<file path="config.mk">
export PLATFORM = sky130hd
export DESIGN_NAME = bsg_store_packer_arbiter
export DESIGN_NICKNAME = d
export VERILOG_FILES = /design/src/rtl/bsg_store_packer_pkg.sv /design/src/rtl/bsg_rr_select.sv /design/src/rtl/bsg_store_packer_arbiter.sv
export SDC_FILE = /design/constraint.sdc
export NUM_CORES = 1
export LEC_CHECK = 0
export BUFFER_PORTS_ARGS = -buffer_cell sky130_fd_sc_hd__buf_4
export CORE_MARGIN = 3
export CORE_UTILIZATION = 25
export CTS_CLUSTER_DIAMETER = 60
export DETAILED_ROUTE_END_ITERATION = 10
export HOLD_SLACK_MARGIN = 0.06
export PLACE_DENSITY = 0.86
export SYNTH_ARGS = -nofsm -noshare
export SYNTH_HDL_FRONTEND = slang
export SYNTH_SLANG_ARGS = --single-unit
</file>
<file path="constraint.sdc">
create_clock -name clk_i -period 1.6 [get_ports clk_i]
set_clock_uncertainty 0.15 [all_clocks]
set_input_delay 0.24 -clock clk_i [delete_from_list [all_inputs] [get_ports clk_i]]
set_output_delay 0.24 -clock clk_i [all_outputs]
set_load 0.02 [all_outputs]
</file>
<file path="src/rtl/bsg_store_packer_pkg.sv">
// Shared types and helpers for the store-packer arbiter slice.
// Packed commands are {write_not_read, addr, data}; the MSB flags a write.
// packed_is_write takes commands up to 64 bits wide (zero-extend narrower ones).
package bsg_store_packer_pkg;

    typedef enum logic [0:0] {
        e_idle      = 1'b0,
        e_wait_resp = 1'b1
    } bsg_store_packer_arb_state_e;

    localparam int unsigned bsg_store_packer_stale_max_lp = 255;

    // Return the write_not_read bit of a packed command of the given width.
    function automatic logic packed_is_write(input logic [63:0] cmd, input int unsigned width);
        logic [5:0] msb;
        msb = 6'(width - 1);
        return cmd[msb];
    endfunction

endpackage

</file>
<file path="src/rtl/bsg_rr_select.sv">
// Combinational round-robin pick: first set request at or after ptr_i, cyclically.
// Produces both a one-hot grant and the binary index of the winner.
module bsg_rr_select
    import bsg_store_packer_pkg::*;
#(
    parameter int unsigned num_req_p = 2
) (
    input  logic [num_req_p-1:0]         req_i,
    input  logic [$clog2(num_req_p)-1:0] ptr_i,
    output logic [num_req_p-1:0]         grant_o,
    output logic [$clog2(num_req_p)-1:0] idx_o,
    output logic                         v_o
);

    localparam int unsigned idx_w_lp = $clog2(num_req_p);

    // Scan farthest-first so the requester nearest the pointer overwrites the result last.
    always_comb begin
        int j;
        grant_o = '0;
        idx_o   = '0;
        v_o     = 1'b0;
        j       = 0;
        for (int k = int'(num_req_p) - 1; k >= 0; k--) begin
            j = int'(ptr_i) + k;
            if (j >= int'(num_req_p)) begin
                j = j - int'(num_req_p);
            end
            if (req_i[j]) begin
                idx_o = idx_w_lp'(j);
                v_o   = 1'b1;
            end
        end
        grant_o[idx_o] = v_o;
    end

endmodule

</file>
<file path="src/rtl/bsg_store_packer_arbiter.sv">
// Round-robin arbiter sharing one packed-store link among num_req_p requesters.
// Writes fire and forget; a read blocks all commands until its response returns
// to the requester that issued it.
// Optional feature: define BSG_STORE_PACKER_ARB_TIMEOUT_EN to enable the read
// timeout, the synthetic all-ones response and the stale-response drain.
module bsg_store_packer_arbiter
    import bsg_store_packer_pkg::*;
#(
    parameter int unsigned num_req_p        = 2,
    parameter int unsigned data_width_p     = 32,
    parameter int unsigned timeout_cycles_p = 1024
) (
    input  logic                              clk_i,
    input  logic                              reset_n_i,
    input  logic [num_req_p*data_width_p-1:0] req_data_i,
    input  logic [num_req_p-1:0]              req_v_i,
    output logic [num_req_p-1:0]              req_ready_o,
    output logic [data_width_p-1:0]           resp_data_o,
    output logic [num_req_p-1:0]              resp_v_o,
    input  logic [num_req_p-1:0]              resp_ready_i,
    output logic [data_width_p-1:0]           data_o,
    output logic                              v_o,
    input  logic                              ready_i,
    input  logic [data_width_p-1:0]           data_i,
    input  logic                              v_i,
    output logic                              ready_o,
    output logic                              timeout_o
);

    localparam int unsigned idx_w_lp = $clog2(num_req_p);

    bsg_store_packer_arb_state_e state_q;
    logic [idx_w_lp-1:0]         rr_ptr_q;
    logic                        lock_q;
    logic [idx_w_lp-1:0]         lock_id_q;
    logic [idx_w_lp-1:0]         owner_q;

    logic [data_width_p-1:0] req_cmd [num_req_p];
    logic [num_req_p-1:0]    eligible;
    logic [num_req_p-1:0]    grant_rr;
    logic [num_req_p-1:0]    grant_sel;
    logic [idx_w_lp-1:0]     sel_rr;
    logic [idx_w_lp-1:0]     sel;
    logic                    sel_v;
    logic [data_width_p-1:0] cmd_sel;
    logic                    cmd_is_write;
    logic                    hs_cmd;
    logic                    hs_resp;

`ifdef BSG_STORE_PACKER_ARB_TIMEOUT_EN
    localparam int unsigned tmo_w_lp = $clog2(timeout_cycles_p + 1);
    logic [tmo_w_lp-1:0] tmo_cnt_q;
    logic [7:0]          stale_cnt_q;
    logic                timeout_q;
    logic                timed_out;
    assign timed_out = (state_q == e_wait_resp) && (tmo_cnt_q == tmo_w_lp'(timeout_cycles_p));
    assign timeout_o = timeout_q;
`else
    assign timeout_o = 1'b0;
`endif

    // Unpack requester slices; reads sit out while stale responses are still owed.
    for (genvar gi = 0; gi < num_req_p; gi++) begin : g_req
        assign req_cmd[gi] = req_data_i[gi*data_width_p +: data_width_p];
`ifdef BSG_STORE_PACKER_ARB_TIMEOUT_EN
        assign eligible[gi] = req_v_i[gi]
            & ((stale_cnt_q == 8'd0) | packed_is_write(64'(req_cmd[gi]), data_width_p));
`else
        assign eligible[gi] = req_v_i[gi];
`endif
    end

    bsg_rr_select #(.num_req_p(num_req_p)) u_rr_select (
        .req_i   (eligible),
        .ptr_i   (rr_ptr_q),
        .grant_o (grant_rr),
        .idx_o   (sel_rr),
        .v_o     (sel_v)
    );

    // A stalled grant stays with its requester until the downstream accepts it.
    always_comb begin
        sel       = sel_rr;
        grant_sel = grant_rr;
        if (lock_q) begin
            sel            = lock_id_q;
            grant_sel      = '0;
            grant_sel[lock_id_q] = 1'b1;
        end
    end

    assign cmd_sel      = req_cmd[sel];
    assign cmd_is_write = packed_is_write(64'(cmd_sel), data_width_p);
    assign hs_cmd       = v_o & ready_i;
    assign hs_resp      = v_i & ready_o;

    // Combinational command and response steering; everything but resp_data_o is quiet in reset.
    always_comb begin
        v_o         = 1'b0;
        data_o      = '0;
        req_ready_o = '0;
        resp_v_o    = '0;
        resp_data_o = data_i;
        ready_o     = 1'b0;
        if (reset_n_i) begin
            if (state_q == e_idle) begin
                v_o         = lock_q | sel_v;
                data_o      = cmd_sel;
                req_ready_o = grant_sel & {num_req_p{ready_i}};
`ifdef BSG_STORE_PACKER_ARB_TIMEOUT_EN
                ready_o     = (stale_cnt_q != 8'd0);
`endif
            end else begin
                resp_v_o[owner_q] = v_i;
                ready_o           = resp_ready_i[owner_q];
`ifdef BSG_STORE_PACKER_ARB_TIMEOUT_EN
                if (timed_out) begin
                    resp_v_o[owner_q] = 1'b1;
                    resp_data_o       = '1;
                    ready_o           = 1'b0;
                end
`endif
            end
        end
    end

    // Arbitration FSM: pointer, grant lock, read ownership and (optionally) timeout bookkeeping.
    always_ff @(posedge clk_i or negedge reset_n_i) begin
        if (!reset_n_i) begin
            state_q   <= e_idle;
            rr_ptr_q  <= '0;
            lock_q    <= 1'b0;
            lock_id_q <= '0;
            owner_q   <= '0;
`ifdef BSG_STORE_PACKER_ARB_TIMEOUT_EN
            tmo_cnt_q   <= '0;
            stale_cnt_q <= '0;
            timeout_q   <= 1'b0;
`endif
        end else begin
`ifdef BSG_STORE_PACKER_ARB_TIMEOUT_EN
            timeout_q <= 1'b0;
`endif
            case (state_q)
                e_idle: begin
                    if (hs_cmd) begin
                        rr_ptr_q <= (sel == idx_w_lp'(num_req_p - 1)) ? '0 : sel + 1'b1;
                        lock_q   <= 1'b0;
                        if (!cmd_is_write) begin
                            owner_q <= sel;
                            state_q <= e_wait_resp;
`ifdef BSG_STORE_PACKER_ARB_TIMEOUT_EN
                            tmo_cnt_q <= '0;
`endif
                        end
                    end else if (v_o) begin
                        lock_q    <= 1'b1;
                        lock_id_q <= sel;
                    end
`ifdef BSG_STORE_PACKER_ARB_TIMEOUT_EN
                    if ((stale_cnt_q != 8'd0) && v_i) begin
                        stale_cnt_q <= stale_cnt_q - 8'd1;
                    end
`endif
                end
                e_wait_resp: begin
`ifdef BSG_STORE_PACKER_ARB_TIMEOUT_EN
                    if (timed_out) begin
                        if (resp_ready_i[owner_q]) begin
                            state_q   <= e_idle;
                            timeout_q <= 1'b1;
                            if (stale_cnt_q != 8'(bsg_store_packer_stale_max_lp)) begin
                                stale_cnt_q <= stale_cnt_q + 8'd1;
                            end
                        end
                    end else if (hs_resp) begin
                        state_q <= e_idle;
                    end else begin
                        tmo_cnt_q <= tmo_cnt_q + 1'b1;
                    end
`else
                    if (hs_resp) begin
                        state_q <= e_idle;
                    end
`endif
                end
                default: state_q <= e_idle;
            endcase
        end
    end

endmodule

</file>
; After elaboration in Yosys (flattened, before gate mapping)
; Index checks and enable logic that the tools add are counted.
; Widths: inputs -> output; s select.
[totals]
input_bits = 104
register_bits = 5
wordCells = 80
output_inout_bits = 71
latchBits = 0
mem_count = 0
ramBits = 0
rom_bits = 0
[classes]
addsub = 4
shift = 0
bitwise_logic = 10
div = 0
mul = 0
n_eq_ne = 0
magnitude_cmp = 11
n_mux = 42
n_reduce_logical = 8
[ops]
columns = cell, n
row1 = $mux 32, 7
row2 = $lt 32x3->1 const B, 2
row3 = $ge 32x3->1 const B, 1
row4 = $sub 32x3->32 const B, 1
row5 = $mux 1, 26
row6 = $mux 2, 5
row7 = $and 2x2->2, 3
row8 = $lt 1x2->1 const B, 3
row9 = $reduce_and 3->1, 2
row10 = $reduce_and 2->1, 2
row11 = $demux 1 s1, 3
row12 = $ge 1x1->1 const B, 3
row13 = $logic_and 1x1->1, 3
row14 = $not 1->1, 3
row15 = $sub 1x2->3 const B, 1
row16 = $add 1x1->2 const B, 1
row17 = $and 1x1->1, 2
row18 = $ge 1x2->1 const B, 1
row19 = $ge 2x2->1 const B, 1
row20 = $not 1->2, 1
row21 = $pmux 1 s2, 1
row22 = $reduce_bool 2->1, 1
row23 = $add 1x1->1 const B, 1
row24 = $or 1x1->1, 1

; Depth between registers and ports, before layout
[depth]
depth_word = 17
mapped_depth = 5

; Cells and area by module
; Synthesis repeated with hierarchy kept, for this count alone.
[unflattened]
hier_cells = 181
hier_area_um2 = 1141.1
[by_module_without_submodules]
columns = module, cells_each, seq_area_each_um2, area_per_inst_um2, n_inst
row1 = bsg_store_packer_arbiter, 176, 125.1, 1108.6, 1
row2 = bsg_rr_select, 5, 0.0, 32.5, 1

; Worst setup path before layout
; No wires, ideal clock.
[synth_timing]
kind = register to output
startpoint = register lock_q
endpoint = output port data_o[0]
path_slack_ns = -0.114
n_path_buf = 1
arrival_ns = 1.324
required_ns = 1.210
stages_incl_launch_ff = 6
cell_sequence = dfrtp_1 -> nand2b_4 -> o21ai_4 -> buf_4 -> nand2_1 -> a21oi_1
[synth_between]
elab_chain_len = 7
[synth_rtl]
columns = element, line_no
row1 = "start, declared", bsg_store_packer_arbiter.sv:34  ; logic lock_q;
row2 = "start signal, assigned", bsg_store_packer_arbiter.sv:132  ; lock_q <= 1'b0;
row3 = "start signal, assigned", bsg_store_packer_arbiter.sv:148  ; lock_q <= 1'b0;
row4 = "start signal, assigned", bsg_store_packer_arbiter.sv:157  ; lock_q <= 1'b1;
row5 = $mux 1, bsg_store_packer_arbiter.sv:85  ; if (lock_q) begin
row6 = $not 1->2 (not written as such), bsg_store_packer_arbiter.sv:92  ; assign cmd_sel = req_cmd[sel];
row7 = $mux 32 (not written as such) (3 in a row), bsg_store_packer_arbiter.sv:92
row8 = $mux 32, bsg_store_packer_arbiter.sv:106  ; if (state_q == e_idle) begin
row9 = $mux 32, bsg_store_packer_arbiter.sv:105  ; if (reset_n_i) begin
row10 = "end, declared", bsg_store_packer_arbiter.sv:21  ; output logic [data_width_p-1:0] data_o,
; Every way passes these cells. The select of a mux whose other input is x is not followed.

; Final worst setup path
[layout_timing]
startpoint = register lock_q
endpoint = output port data_o[31]
; The elaborated chain is that of the path after synthesis.

==> flow_metrics.py <==
metrics = {
    "status": {
        "status": "complete, but fails checks",
        "violations": "negative setup slack",
    },
    "hold_path": {
        "holdPathStages": 2,
        "worstHoldStart": "req_data_i[63]",
        "hold_end": "owner_q$_DFFE_PN0P_",
        "hp-class": "input port to flip-flop",
    },
    "setup_path": {
        "start_kind": "flip-flop",
        "reg2reg_depth": 7,
        "cpMaxStageDelayCell": "dfrtp_1",
        "crit_buf_inv": 1,
        "rrSetupSlack_ps": -170,
        "worstReg2RegEnd": "lock_id_q$_DFFE_PN0P_",
        "critPathRequiredTime_ps": 1210,
        "critPathTopFamily": "flip-flops",
        "critPathKind": "flip-flop to primary output",
        "path_max_fanout": 2,
        "cp_cell_sequence": "nand2b_4 -> o21a_4 -> mux2_4 -> and2_4 -> buf_6",
        "crit_path_end_kind": "primary output",
        "max_stage_delay_ps": 370,
        "critPathArrivalTime_ps": 1570,
        "r2r-start": "lock_q$_DFFE_PN0P_",
    },
    "yosys": {
        "synth_area_leaders": "buf_4 (26%), nand2_1 (24%), a21oi_1 (15%)",
        "syn_area_per_cell_um2": 6.01,
        "synth_top_area_share_pct": 25.8,
        "synthMuxAreaShare_pct": 3.83,
        "yosys.area.top_type": "buf_4",
        "synth-simple-area-share_pct": 33.1,
        "synth_cells": 174,
        "syn_nets": 278,
        "synth_compound_area_share_pct": 21.2,
        "synth_area_um2": 1050,
        "synthAdderAreaFrac_pct": 0,
        "synth_top_family_by_area": "simple AND/OR/NAND/NOR gates",
        "synth_xor_area_share_pct": 0,
        "synth.yosys.seq_area_share_pct": 12.0,
        "synth_cell_type_count": 28,
        "ys_ff_latch": 5,
        "synth_warnings": 0,
    },
    "global_route": {
        "grt_pass1_vias": 1366,
        "grtUsageTotal_pct": 14.5,
        "antenna_found_initial": 0,
        "grt_overflow_total": 0,
        "grt_max_degree": 32,
        "grt_pass1_wl_um": 6210,
    },
    "timing": {
        "fmax_mhz": 510,
        "setup_violations": 38,
        "period_needed_ps": 1960,
        "post-route-period-util_pct": 122,
        "hold_viol_final": 0,
        "rsz0062_at_grt": "true",
        "setup-tns-final_ps": -10390,
        "maxSlewViolCount": 0,
        "layout_setup_ws_ps": -359,
    },
    "power": {
        "ir_worst_vdd_mv": 0.818,
        "seq_power_share_pct": 8.6,
        "clkPwrFrac_pct": 8.0,
        "internal_power_mw": 1.45,
        "p_sw_share_pct": 49.1,
        "power.density_nw_per_um2": 1360,
        "p_leak_nw": 1.03,
        "power.switching_mw": 1.40,
        "power_frac_comb_pct": 83.5,
    },
    "floorplanning": {
        "fp.dieH_um": 70.7,
        "die_width_um": 70.7,
        "num_rows": 22,
        "io_pins": 175,
        "coreArea_um2": 3850,
        "initial_core_util_pct": 27.1,
        "dieArea_um2": 5000,
    },
    "clocking": {
        "path_clk_slew_ps": 30,
        "cts_tree": "built",
        "clockRootBuffer": "clkbuf_8",
        "cts_sinks": 5,
        "clockBufferDepth": 2,
        "clock_latency_ps": 220,
        "htree_levels": 1,
        "cts_buffers": 3,
    },
    "detailed_routing": {
        "ant_nets": 0,
        "vias_per_cell": 4.57,
        "vias": 1395,
        "drtIter0Drc": 33,
        "dr.pass1.iters": 4,
        "drt_wl_total_um": 4010,
        "drc": 0,
        "wl_per_cell_um": 13.2,
    },
    "layout": {
        "final_common_cell": "buf_4",
        "fill_cells": 364,
        "most-common-layout-cells": "buf_4 (105), nand2_1 (62), a21oi_2 (19)",
        "synthToLayoutAreaGrowth_pct": 101,
        "num_antenna_cells": 0,
        "drive_gt1_share_pct": 67.3,
        "fin_cells": 305,
        "nNetsFinal": 362,
    },
    "run": {
        "cap_viol_max_count": 0,
    },
    "placement": {
        "io_buffers": 109,
        "hpwl_um": 3230,
        "placed_cells": 297,
        "gp_congestion": 0.741,
    },
}
[worst max path at each step]
stage / from / slack [ps] / depth (start not counted) / to
2_1_floorplan: lock_q$_DFFE_PN0P_ / -10 / 5 / data_o[0]
3_3_place_gp: req_v_i[0] / -140 / 6 / data_o[31]
3_5_place_dp: rr_ptr_q$_DFFE_PN0P_ / -160 / 5 / data_o[31]
4_1_cts: lock_q$_DFFE_PN0P_ / -350 / 5 / data_o[31]
5_1_grt: lock_q$_DFFE_PN0P_ / -400 / 5 / data_o[31]
6_report: lock_q$_DFFE_PN0P_ / -360 / 5 / data_o[31]
[synth_stat cells (all sizes together)]
cell	n
a21o	2
a21oi	31
and2	1
buf	40
clkbuf	3
conb	1
dfrtp	5
inv	2
mux2	2
mux2i	1
nand2	67
nand2b	2
nand3	2
nor2	6
nor2b	2
nor3	1
o21a	1
o21ai	3
o32ai	1
or3	1
[what timing repair did]
item                                    CTS  global route
hold endpoints to repair                  5             0
gates resized for setup                  11            11
pin swaps                                 4             1
endpoints found under the setup margin   35            39
hold buffers                              1             0
setup buffers                             3             0
[worst reg2reg max path, stage by stage, from the launching register on]
cell and delay (ps):
dfrtp_1 370, buf_4 140, buf_4 130, or3_4 360
nand2_4 80, buf_6 90, nor2_2 40, mux2_4 290
[power by group through the flow]
stage	clock network (mW)	registers, mW	logic, mW
after floorplan	0	0.231	1.53
after global routing	0.244	0.253	2.55
after global placement	0	0.238	2.22
final	0.227	0.244	2.38
after detailed placement	0	0.238	2.25
after CTS	0.235	0.240	2.35
[flip-flops by register name (all words and copies together), names as in the netlist]
name	count
lock_q	1
rr_ptr_q	1
state_q	1
owner_q	1
lock_id_q	1
[metal layers]
metal	vias to the layer above	global-route usage [%]	share of wire, %
met1	637	15.3	35
met5	-	0	0
met4	0	2.51	0
li1	688	-	-
met3	0	3.98	11
met2	70	28.4	54
[cell families (layout without fill, tap and decap cells)]
| group | after synthesis | count (layout) |
|---|---|---|
| buffers and inverters | 45 | 128 |
| AO/OA/AOI/OAI | 38 | 38 |
| AND/OR/NAND/NOR | 82 | 82 |
| multiplexers | 3 | 3 |
| flip-flops | 5 | 5 |
| other | 1 | 1 |
[per-stage QoR]
step	cell area, µm²	util [%]	hold slack [ps]	total power, mW	worst slack [ps]
2_1_floorplan	1250	-	-206	1.76	-10.8
3_3_place_gp	1940	50.4	15.2	2.46	-145
3_5_place_dp	1940	50.4	16.0	2.49	-160
4_1_cts	2060	53.4	94.1	2.83	-347
5_1_grt	2100	54.5	102	3.05	-403
6_report	2100	54.5	97.6	2.85	-359
[cell type report]
type / instances / area, µm² / area share [%]
timing repair buffer: 122 / 1010 / 48.2
inverter: 2 / 7.51 / 0.357
multi-input combinational: 124 / 851 / 40.5
sequential: 5 / 125 / 5.95
clock buffer: 4 / 45.0 / 2.14
tap: 48 / 60.1 / 2.86
Power figures use the tool's default switching activity.
